--- src/rtl/bullet_engine.sv ---
// ---------------------------------------------------------------------------
// bullet_engine
//   Frame-stepped bullet pool for the two-tank game. Each player owns SLOTS
//   bullet slots. On every vsync rising edge the engine sweeps all slots
//   (one per cycle) and moves or retires live bullets. It then runs one spawn
//   cycle per player, which honours that player's fire request and cooldown.
//
// Ports:
//   CLK           system clock
//   RESET         asynchronous, active-low reset
//   vs            raw VGA vsync; its rising edge starts a frame update
//   fire[p]       fire request for player p (level)
//   tank_x/y[p]   tank centre of player p, used as the spawn position
//   turret_dir[p] 0=up, clockwise in 45 degree steps up to 7=up-left
//   bullet_array  [player][slot] words: {8'b0, dir[2:0], y[9:0], x[9:0], valid}
//   busy          high during the SWEEP and SPAWN cycles of an update
//   frame_done    one-cycle pulse after the last spawn cycle
// ---------------------------------------------------------------------------

// Moves one slot word by SPEED along its direction. A bullet that would leave
// the screen is returned as an all-zero word.
module bullet_step #(
    parameter int SPEED    = 4,
    parameter int SCREEN_W = 640,
    parameter int SCREEN_H = 480
) (
    input  logic [31:0] word_i,
    output logic [31:0] word_o
);
    localparam logic signed [11:0] SPD  = 12'(SPEED);
    localparam logic signed [11:0] XLIM = 12'(SCREEN_W);
    localparam logic signed [11:0] YLIM = 12'(SCREEN_H);

    logic signed [11:0] dx, dy, nx, ny;
    logic               off;

    always_comb begin
        dx = '0;
        dy = '0;
        // Screen y grows downwards, so "up" is a negative dy.
        case (word_i[23:21])
            3'd0:    dy = -SPD;
            3'd1:    begin dx =  SPD; dy = -SPD; end
            3'd2:    dx =  SPD;
            3'd3:    begin dx =  SPD; dy =  SPD; end
            3'd4:    dy =  SPD;
            3'd5:    begin dx = -SPD; dy =  SPD; end
            3'd6:    dx = -SPD;
            default: begin dx = -SPD; dy = -SPD; end
        endcase
        // The extra headroom bits keep a 10-bit coordinate plus SPEED from
        // wrapping back onto the screen.
        nx = $signed({2'b00, word_i[10:1]}) + dx;
        ny = $signed({2'b00, word_i[20:11]}) + dy;
        off = nx[11] | ny[11] | (nx >= XLIM) | (ny >= YLIM);
        word_o = off ? '0 : {word_i[31:21], ny[9:0], nx[9:0], word_i[0]};
    end
endmodule

module bullet_engine #(
    parameter int SLOTS    = 8,
    parameter int SPEED    = 4,
    parameter int COOLDOWN = 8,
    parameter int SCREEN_W = 640,
    parameter int SCREEN_H = 480
) (
    input  logic                         CLK,
    input  logic                         RESET,
    input  logic                         vs,
    input  logic [1:0]                   fire,
    input  logic [1:0][9:0]              tank_x,
    input  logic [1:0][9:0]              tank_y,
    input  logic [1:0][2:0]              turret_dir,
    output logic [1:0][SLOTS-1:0][31:0]  bullet_array,
    output logic                         busy,
    output logic                         frame_done
);
    localparam int SW = (SLOTS > 1) ? $clog2(SLOTS) : 1;
    // The +2 keeps the width at one bit or more even when COOLDOWN is 0.
    localparam int CW = $clog2(COOLDOWN + 2);

    typedef enum logic [2:0] {
        S_IDLE, S_SWEEP, S_SPAWN0, S_SPAWN1, S_DONE
    } state_t;

    state_t                       state_q, state_d;
    logic                         vs_q;
    logic [SW-1:0]                slot_q, slot_d;
    logic                         player_q, player_d;
    logic [1:0][CW-1:0]           cd_q, cd_d;
    logic [1:0][SLOTS-1:0][31:0]  bullets_q, bullets_d;

    logic                         tick;
    logic                         slot_last;
    logic [31:0]                  cur_word, moved_word;
    logic                         sp;
    logic                         free_found;
    logic [SW-1:0]                free_idx;

    assign tick      = vs & ~vs_q;
    assign slot_last = (slot_q == SW'(SLOTS - 1));
    assign cur_word  = bullets_q[player_q][slot_q];
    assign sp        = (state_q == S_SPAWN1);

    bullet_step #(
        .SPEED    (SPEED),
        .SCREEN_W (SCREEN_W),
        .SCREEN_H (SCREEN_H)
    ) u_step (
        .word_i (cur_word),
        .word_o (moved_word)
    );

    // ---------------- FSM: state register ----------------
    always_ff @(posedge CLK or negedge RESET) begin
        if (!RESET) state_q <= S_IDLE;
        else        state_q <= state_d;
    end

    // ---------------- FSM: next state ----------------
    always_comb begin
        state_d = state_q;
        case (state_q)
            S_IDLE:   if (tick) state_d = S_SWEEP;
            S_SWEEP:  if (player_q && slot_last) state_d = S_SPAWN0;
            S_SPAWN0: state_d = S_SPAWN1;
            S_SPAWN1: state_d = S_DONE;
            S_DONE:   state_d = S_IDLE;
            default:  state_d = S_IDLE;
        endcase
    end

    // ---------------- FSM: outputs ----------------
    always_comb begin
        busy       = 1'b0;
        frame_done = 1'b0;
        case (state_q)
            S_SWEEP, S_SPAWN0, S_SPAWN1: busy = 1'b1;
            S_DONE:                      frame_done = 1'b1;
            default: ;
        endcase
    end

    // Lowest-index free slot of the player being spawned. Scanning downwards
    // lets the last hit (the lowest index) win.
    always_comb begin
        free_found = 1'b0;
        free_idx   = '0;
        for (int i = SLOTS - 1; i >= 0; i--) begin
            if (!bullets_q[sp][i][0]) begin
                free_found = 1'b1;
                free_idx   = SW'(i);
            end
        end
    end

    // ---------------- datapath next state ----------------
    always_comb begin
        bullets_d = bullets_q;
        cd_d      = cd_q;
        slot_d    = slot_q;
        player_d  = player_q;
        case (state_q)
            S_IDLE: begin
                slot_d   = '0;
                player_d = 1'b0;
            end
            S_SWEEP: begin
                if (cur_word[0]) bullets_d[player_q][slot_q] = moved_word;
                if (slot_last) begin
                    slot_d   = '0;
                    player_d = ~player_q;
                end else begin
                    slot_d = slot_q + 1'b1;
                end
            end
            S_SPAWN0, S_SPAWN1: begin
                if (cd_q[sp] != '0) begin
                    cd_d[sp] = cd_q[sp] - 1'b1;
                end else if (fire[sp] && free_found) begin
                    // A full pool drops the request and leaves the cooldown at 0.
                    bullets_d[sp][free_idx] = {8'd0, turret_dir[sp], tank_y[sp],
                                               tank_x[sp], 1'b1};
                    cd_d[sp] = CW'(COOLDOWN);
                end
            end
            default: ;
        endcase
    end

    // ---------------- datapath registers ----------------
    always_ff @(posedge CLK or negedge RESET) begin
        if (!RESET) begin
            vs_q      <= 1'b1;   // a vs held high through reset is not an edge
            slot_q    <= '0;
            player_q  <= 1'b0;
            cd_q      <= '0;
            bullets_q <= '0;
        end else begin
            vs_q      <= vs;
            slot_q    <= slot_d;
            player_q  <= player_d;
            cd_q      <= cd_d;
            bullets_q <= bullets_d;
        end
    end

    assign bullet_array = bullets_q;
endmodule

--- config.mk ---
export PLATFORM = sky130hd
export DESIGN_NAME = bullet_engine
export DESIGN_NICKNAME = d
export VERILOG_FILES = /design/src/rtl/bullet_engine.sv
export SDC_FILE = /design/constraint.sdc
export NUM_CORES = 1
export LEC_CHECK = 0
export CORE_MARGIN = 2
export CORE_UTILIZATION = 50
export DETAILED_ROUTE_END_ITERATION = 10
export MAX_ROUTING_LAYER = met4
export PLACE_DENSITY_LB_ADDON = 0.12
export SETUP_SLACK_MARGIN = 0.15
export SYNTH_ARGS = -nofsm -noshare
export SYNTH_HDL_FRONTEND = slang
export SYNTH_SLANG_ARGS = --single-unit
--- constraint.sdc ---
create_clock -name CLK -period 6.64 [get_ports CLK]
set_clock_uncertainty 0.2 [all_clocks]
set_input_delay 1.328 -clock CLK [delete_from_list [all_inputs] [get_ports CLK]]
set_output_delay 1.328 -clock CLK [all_outputs]
set_load 0.01 [all_outputs]
* Yosys cells after proc, flatten, opt, wreduce, memory -nomap -nowiden *
Cells that the tools add are included.

cells by class
  bitwise operators = 9
  order comparisons = 10
  add/sub/neg operators = 4
  reduce and logical (&&, ||, !) cells = 22
  multiplexer cells = 63
  eq/ne operators = 17

operators by type and width
  kind                                                                  count
  two-way mux 512 bit                                                   3
  bitwise mux 512 bit                                                   2
  two-way mux 256 bit                                                   4
  case mux 512 bit (2 select lines)                                     1
  demux 256 bit (select 1 bit)                                          2
  two-way mux 225 bit                                                   2
  demux 32 bit (select 3 bit)                                           2
  two-way mux 32 bit                                                    4
  binary-select mux 32 bit (select 3 bit)                               1
  case mux 12 bit (2 select lines)                                      2
  two-way mux 10 bit                                                    4
  two-way mux 3 bit                                                     13
  adder 11 x 12 -> 12 bit                                               2
  two-way mux 8 bit                                                     2
  == test 3 bit (second input constant)                                 5
  two-way mux 1 bit                                                     13
  == test 3 x 2 -> 1 bit (second input constant)                        4
  greater-or-equal comparator 12 x 10 -> 1 bit (second input constant)  1
  greater-or-equal comparator 12 x 11 -> 1 bit (second input constant)  1
  two-way mux 4 bit                                                     3
  case mux 3 bit (4 select lines)                                       1
  inequality test 2 bit (second input constant)                         5
  OR reduction 3 bit                                                    3
  bitwise mux 8 bit                                                     1
  24 further kinds                                                      44

word-level totals
  logic and storage cells = 147
  input bits = 51
  register bits after elaboration = 528
  output and inout bits = 514

* Longest topological paths before layout *
  word-level depth = 21
  gate-level depth with buffers = 25
  depth with buffers taken out = 15

* Modules after synthesis *
Synthesis repeated with hierarchy kept, for this count alone.

unflattened totals
  cell total of the unflattened synthesis = 2,595
  area, all modules = 28,436.0 µm²

by module, submodules not included
  module         cells an instance  sequential area each (µm²)  area an instance (µm²)  times used
  bullet_engine  2,424              13,213.9                    27,238.6                1
  bullet_step    171                0.0                         1,197.4                 1

* Least setup slack after synthesis *
Ideal clock, no wire load.

  path kind = register to register
  from = reg player_q
  to = reg bullets_q, in the netlist bullet_array[448]
  setup time = 0.086 ns
  clock period less this slack = 6.088 ns
  slack = 0.552 ns
  data arrival time = 5.803 ns
  cell stages (with the launch flop) = 21
  cells stage by stage = dfrtp_1 buf_6 buf_4 buf_4 buf_4 buf_4 buf_6 buf_1 mux4_2 mux4_2 ha_1 clkbuf_1 nor2b_1 a22oi_1 o21ai_0 a211oi_1 o41ai_1 a2111oi_4 nand2_1 clkbuf_1 a32oi_1

on the way
  longest elaborated chain between the ends = 15

RTL lines
  what                                                                              line    text
  start: declaration                                                                89      logic player_q, player_d;
  start signal: assignment                                                          202     player_q <= player_d;
  two-way mux 256 bit (not written as such) (2 in series)                           102     assign cur_word = bullets_q[player_q][slot_q];
  binary-select mux 32 bit (select 3 bit)                                           102
  two-way mux 32 bit (not written as such)                                          102
  == test 3 x 1 -> 1 bit, or another cell as far along                              41      case (word_i[23:21])
  OR reduction 3 bit (no line) or OR reduction 2 bit (tied branches)                -
  case mux 12 bit (2 select lines)                                                  41
  adder 11 x 12 -> 12 bit, on equally long branches                                 53, 54
  greater-or-equal comparator 12 x 11 -> 1 bit or bitwise OR 1 bit (tied branches)  55      off = nx[11] | ny[11] | (nx >= XLIM) | (ny >= YLIM);
  bitwise OR 1 bit (2 in series)                                                    55
  two-way mux 32 bit                                                                56      word_o = off ? '0 : {word_i[31:21], ny[9:0], nx[9:0], word_i[0]};
  bitwise mux 512 bit                                                               169     if (cur_word[0]) bullets_d[player_q][slot_q] = moved_word;
  two-way mux 512 bit                                                               169
  case mux 512 bit (2 select lines)                                                 163     case (state_q)
  end signal: assignment                                                            204     bullets_q <= bullets_d;
  end: declaration                                                                  91      logic [1:0][SLOTS-1:0][31:0] bullets_q, bullets_d;

Several ways; a longest one is shown, not always the timed one. The select of a mux whose other input is x is not followed.
A chain may end at the register's enable or synchronous reset.

* Worst setup path in the final report *
  from = reg slot_q[1]
  to = reg bullets_q, in the netlist bullet_array[139]

on the way
  longest elaborated chain between the ends = 13

RTL lines
  what                                                                              line    text
  start: declaration                                                                88      logic [SW-1:0] slot_q, slot_d;
  start signal: assignment                                                          201     slot_q <= slot_d;
  binary-select mux 32 bit (select 3 bit)                                           102
  two-way mux 32 bit (not written as such)                                          102
  == test 3 x 1 -> 1 bit, or another cell as far along                              41
  OR reduction 3 bit (no line) or OR reduction 2 bit (tied branches)                -
  case mux 12 bit (2 select lines)                                                  41
  adder 11 x 12 -> 12 bit, on equally long branches                                 53, 54
  greater-or-equal comparator 12 x 11 -> 1 bit or bitwise OR 1 bit (tied branches)  55
  bitwise OR 1 bit (2 in series)                                                    55
  two-way mux 32 bit                                                                56
  bitwise mux 512 bit                                                               169
  two-way mux 512 bit                                                               169
  case mux 512 bit (2 select lines)                                                 163

Several ways; a longest one is shown, not always the timed one. The select of a mux whose other input is x is not followed.

==> summary.txt <==
Outcome
  • Result of the run: complete, but fails checks
  • Violated checks: capacitance limit, slew limit

Setup path
  • Worst path bufs/invs: 3
  • Delay of the slowest critical-path stage: 0.76 ns
  • Most common cell on crit path: sky130_fd_sc_hd__buf_4
  • Crit Path Class: flop to flop
  • RR Endpoint: bullet_array[139]$_DFFE_PN0P_
  • Setup crit start kind: flop
  • Arrival time worst endpoint: 6.52 ns
  • Critical register-to-register path startpoint: slot_q[1]$_DFFE_PN0P_
  • Maximum fanout along the worst path: 20
  • Required time at the endpoint of the critical path: 6.97 ns
  • Cells along the critical path: nand3b_1 -> o22a_1 -> and4_1 -> o21bai_1 -> and2_1 -> ha_1 -> a21oi_1 -> a21oi_1 -> a2111oi_0 -> a21o_1 -> buf_4 -> o41ai_1 -> a2111oi_4 -> buf_4 -> nand3_2 -> buf_4 -> o21ai_0
  • CP max-delay cell: sky130_fd_sc_hd__dfrtp_2
  • Setup crit end kind: flop
  • Cell family with most CP delay: compound AO/OA/AOI/OAI gates
  • Worst reg2reg setup slack: 0.45 ns
  • Depth of the worst register-to-register path: 17

Power and ir drop
  • Static leakage: 14.2 nW
  • Net load switching power: 0.00319 W
  • Net Sw Frac: 35.7%
  • Comb power frac: 27.3%
  • Internal power component: 0.00576 W
  • Share of power burned in the clock network: 35.0%
  • Part of the total power dissipated in sequential elements: 37.8%
  • Max IR drop VDD: 208 uV
  • Total power divided by cell area: 252 mW/mm^2

Timing
  • Shortest clock period the worst path allows after layout: 6.19 ns
  • Max-slew headroom: -0.728%
  • Final worst path period share: 93.3%
  • Max Freq: 161 MHz
  • Actual transition at the worst max-transition pin: 1.51 ns
  • Fin. Hold Viols: 0
  • Setup repair after global routing missed its margin: no
  • Worst Setup Slack, final: 0.447 ns
  • Setup tns final: 0 ns
  • Final count of pins violating max slew: 16
  • Final setup fails: 0

Placement
  • Worst-case setup slack after placement: 0.267 ns
  • Port Buffers: 564
  • Routability Congestion: 0.974
  • Detail Placement HPWL: 89000 um

Clocking
  • Clock tree from TritonCTS: done
  • Number of H-tree branching levels: 2
  • Number of setup buffers added after CTS: 0
  • Worst-Skew Late Latency: 0.65 ns
  • Number of buffers created by CTS: 56
  • Buffer type at the clock tree root: sky130_fd_sc_hd__clkbuf_16
  • Worst-path clk slew: 0.06 ns
  • Worst-case clock buffer depth: 3
  • Number of sinks driven by the clock tree: 528

Yosys
  • Main area contributors after synthesis: sky130_fd_sc_hd__dfrtp_1 49%, sky130_fd_sc_hd__mux4_2 11%, sky130_fd_sc_hd__o21ai_0 7.9%, sky130_fd_sc_hd__a21oi_1 4.3%, sky130_fd_sc_hd__nor3_1 3.9%
  • Top_reg_cell synth: sky130_fd_sc_hd__dfrtp_1
  • Count of unique library cells instantiated by Yosys: 66
  • Leading cell type by number of instances after synthesis: sky130_fd_sc_hd__dfrtp_1
  • Register bit total from synthesis: 528
  • Count of warnings emitted by yosys: 0
  • Syn Inst Count: 2696
  • Most used standard cells in the synthesized netlist: 527 x sky130_fd_sc_hd__dfrtp_1, 428 x sky130_fd_sc_hd__o21ai_0, 237 x sky130_fd_sc_hd__clkbuf_1, 231 x sky130_fd_sc_hd__a21oi_1, 217 x sky130_fd_sc_hd__nand2_1
  • Synth area leader: sky130_fd_sc_hd__dfrtp_1
  • Post-synthesis instance area: 0.0270 mm^2
  • Async set-reset flop share out of synthesis: 100%
  • Avg Cell Area, Syn: 10.0 um^2
  • Count of flip-flops with a built-in enable after synthesis: 0
  • Sequential share of the synthesized area: 48.9%
  • Post-Syn Nets: 2771
  • Top-area cell type share of the netlist area: 48.8%

Hold path
  • Hold_sp: cd_q[4]$_DFFE_PN0P_
  • Depth of the worst hold-timing path: 1
  • Hold Path Class: flop to flop
  • End point of the worst hold path: cd_q[4]$_DFFE_PN0P_

Cells and area
  • Storage element area: 0.0132 mm^2
  • Filler instances: 4266
  • Post-layout net count: 3244
  • Area Growth Syn to Fin: 31.7%
  • Area of combinational cells with multiple inputs: 0.0128 mm^2
  • Fraction of final layout cells with drive strength greater than 1: 12.9%

Global routing
  • Global route total overflow: 0
  • Via count of the first global-routing pass: 27411
  • All-layer global routing usage: 48.1%
  • Maximum number of pins on one net before global-route repair: 124
  • Number of antenna violations at the first check in global routing: 5
  • Global-route wire length before repair: 190000 um

Floorplanning
  • Vert. Die Dim: 236 um
  • Starting density of the core: 50.4%
  • Number of placed I/O pins: 565
  • Die Width: 236 um
  • Std-Cell Rows: 85
  • Die area: 0.0559 mm^2
  • Core area: 0.0536 mm^2

Route
  • Length of the first detailed-routing pass in iterations: 6
  • Violation count after the first detailed-route iteration: 4373
  • Total detailed-routing wirelength: 132000 um
  • Total number of vias: 27818
  • Mean routed wirelength per cell: 33.6 um
  • Count of antenna-violating nets left after detailed routing: 0
  • Number of DRC violations after detailed routing: 0
  • Ratio of routed vias to standard cells: 7.11

Job
  • # Max-Cap Violations: 2
==> repair_timing <==
action | CTS | global route
endpoints found under the setup margin | 0 | 165
hold buffers | 0 | 0
hold endpoints to repair | 0 | 0
gates resized for setup | 0 | 5
==> cell usage in the layout, fill, tap and decap left out, types with 11 or more instances in the layout <==
cell,count
sky130_fd_sc_hd__clkdlybuf4s50_1,563
sky130_fd_sc_hd__nor3_1,211
sky130_fd_sc_hd__and3_1,11
sky130_fd_sc_hd__inv_1,34
sky130_fd_sc_hd__dfrtp_1,523
sky130_fd_sc_hd__buf_12,11
sky130_fd_sc_hd__a32oi_1,14
sky130_fd_sc_hd__mux2_2,15
sky130_fd_sc_hd__clkbuf_8,13
sky130_fd_sc_hd__a31oi_1,44
sky130_fd_sc_hd__mux2i_1,59
sky130_fd_sc_hd__nor2b_1,11
sky130_fd_sc_hd__buf_4,111
sky130_fd_sc_hd__nand3_2,16
sky130_fd_sc_hd__nand2_1,213
sky130_fd_sc_hd__nand3_1,66
sky130_fd_sc_hd__clkinv_2,15
sky130_fd_sc_hd__o21ai_0,423
sky130_fd_sc_hd__ha_1,22
sky130_fd_sc_hd__clkbuf_1,14
sky130_fd_sc_hd__mux4_2,129
sky130_fd_sc_hd__a22oi_1,65
sky130_fd_sc_hd__clkbuf_16,56
sky130_fd_sc_hd__o21ai_1,55
sky130_fd_sc_hd__o221ai_1,46
sky130_fd_sc_hd__and2_1,12
sky130_fd_sc_hd__a21oi_1,231
sky130_fd_sc_hd__nor2_1,91
==> flip-flops by register name, summed over array words and instances, names as in the netlist <==
name	cells
bullet_array	512
cd_q	8
slot_q	3
state_q	3
player_q	1
vs_q	1
==> power groups by stage <==
stage                     Combinational [W]  Clock [W]  Sequential [W]
after floorplan                     0.00157          0         0.00332
after CTS                           0.00236    0.00311         0.00337
after global routing                0.00254    0.00324         0.00338
after detailed placement            0.00236          0         0.00343
final                               0.00244    0.00313         0.00338
after global placement              0.00234          0         0.00343
==> worst max path at each step <==
stage,depth (start not counted),slack [ns],end,start
final,17,0.45,bullet_array[139]$_DFFE_PN0P_,slot_q[1]$_DFFE_PN0P_
after CTS,17,0.19,bullet_array[76]$_DFFE_PN0P_,slot_q[0]$_DFFE_PN0P_
after detailed placement,17,0.27,bullet_array[78]$_DFFE_PN0P_,slot_q[0]$_DFFE_PN0P_
after global routing,18,0.21,bullet_array[139]$_DFFE_PN0P_,player_q$_DFFE_PN0P_
after global placement,17,0.31,bullet_array[66]$_DFFE_PN0P_,slot_q[0]$_DFFE_PN0P_
after floorplan,20,0.55,bullet_array[448]$_DFFE_PN0P_,player_q$_DFFE_PN0P_
==> through the flow <==
| stage | instances | area, um^2 | utilization [%] | total power [W] | hold WS [ns] |
|---|---|---|---|---|---|
| finish | 3914 | 35600 | 66.4 | 0.00895 | 0.271 |
| global route | 3913 | 35600 | 66.4 | 0.00917 | 0.294 |
| CTS | 3910 | 35500 | 66.3 | 0.00884 | 0.269 |
| detailed placement | 3807 | 33700 | 62.9 | 0.00579 | 0.263 |
| global placement | 3807 | 33700 | 62.9 | 0.00577 | 0.257 |
| floorplan | 2696 | 27000 | - | 0.00488 | 0.239 |
==> cell type report <==
class | count | area share (%)
timing repair buffer | 686 | 18.8
antenna | 4 | 0.0281
multi-input combinational | 1861 | 36.1
tap | 696 | 2.45
inverter | 36 | 0.380
sequential | 528 | 37.2
clock buffer | 83 | 4.59
clock inverter | 20 | 0.443
==> layer usage <==
metal	vias up	track usage, %	share of wire (%)
li1	10977	-	-
met1	13549	57.9	34
met2	2587	69.5	44
met4	0	31.3	8.1
met5	-	-	0
met3	705	15.5	14
==> kinds of logic after synthesis <==
family	Yosys count	synth area share (%)
XOR/XNOR	8	0.259
flip-flops	528	48.9
buffers and inverters	307	4.49
AND/OR/NAND/NOR	675	11.5
AO/OA/AOI/OAI	950	20.1
multiplexers	204	13.6
adder cells (fa/ha/maj)	24	1.17
(Power assumes the default switching activity.)
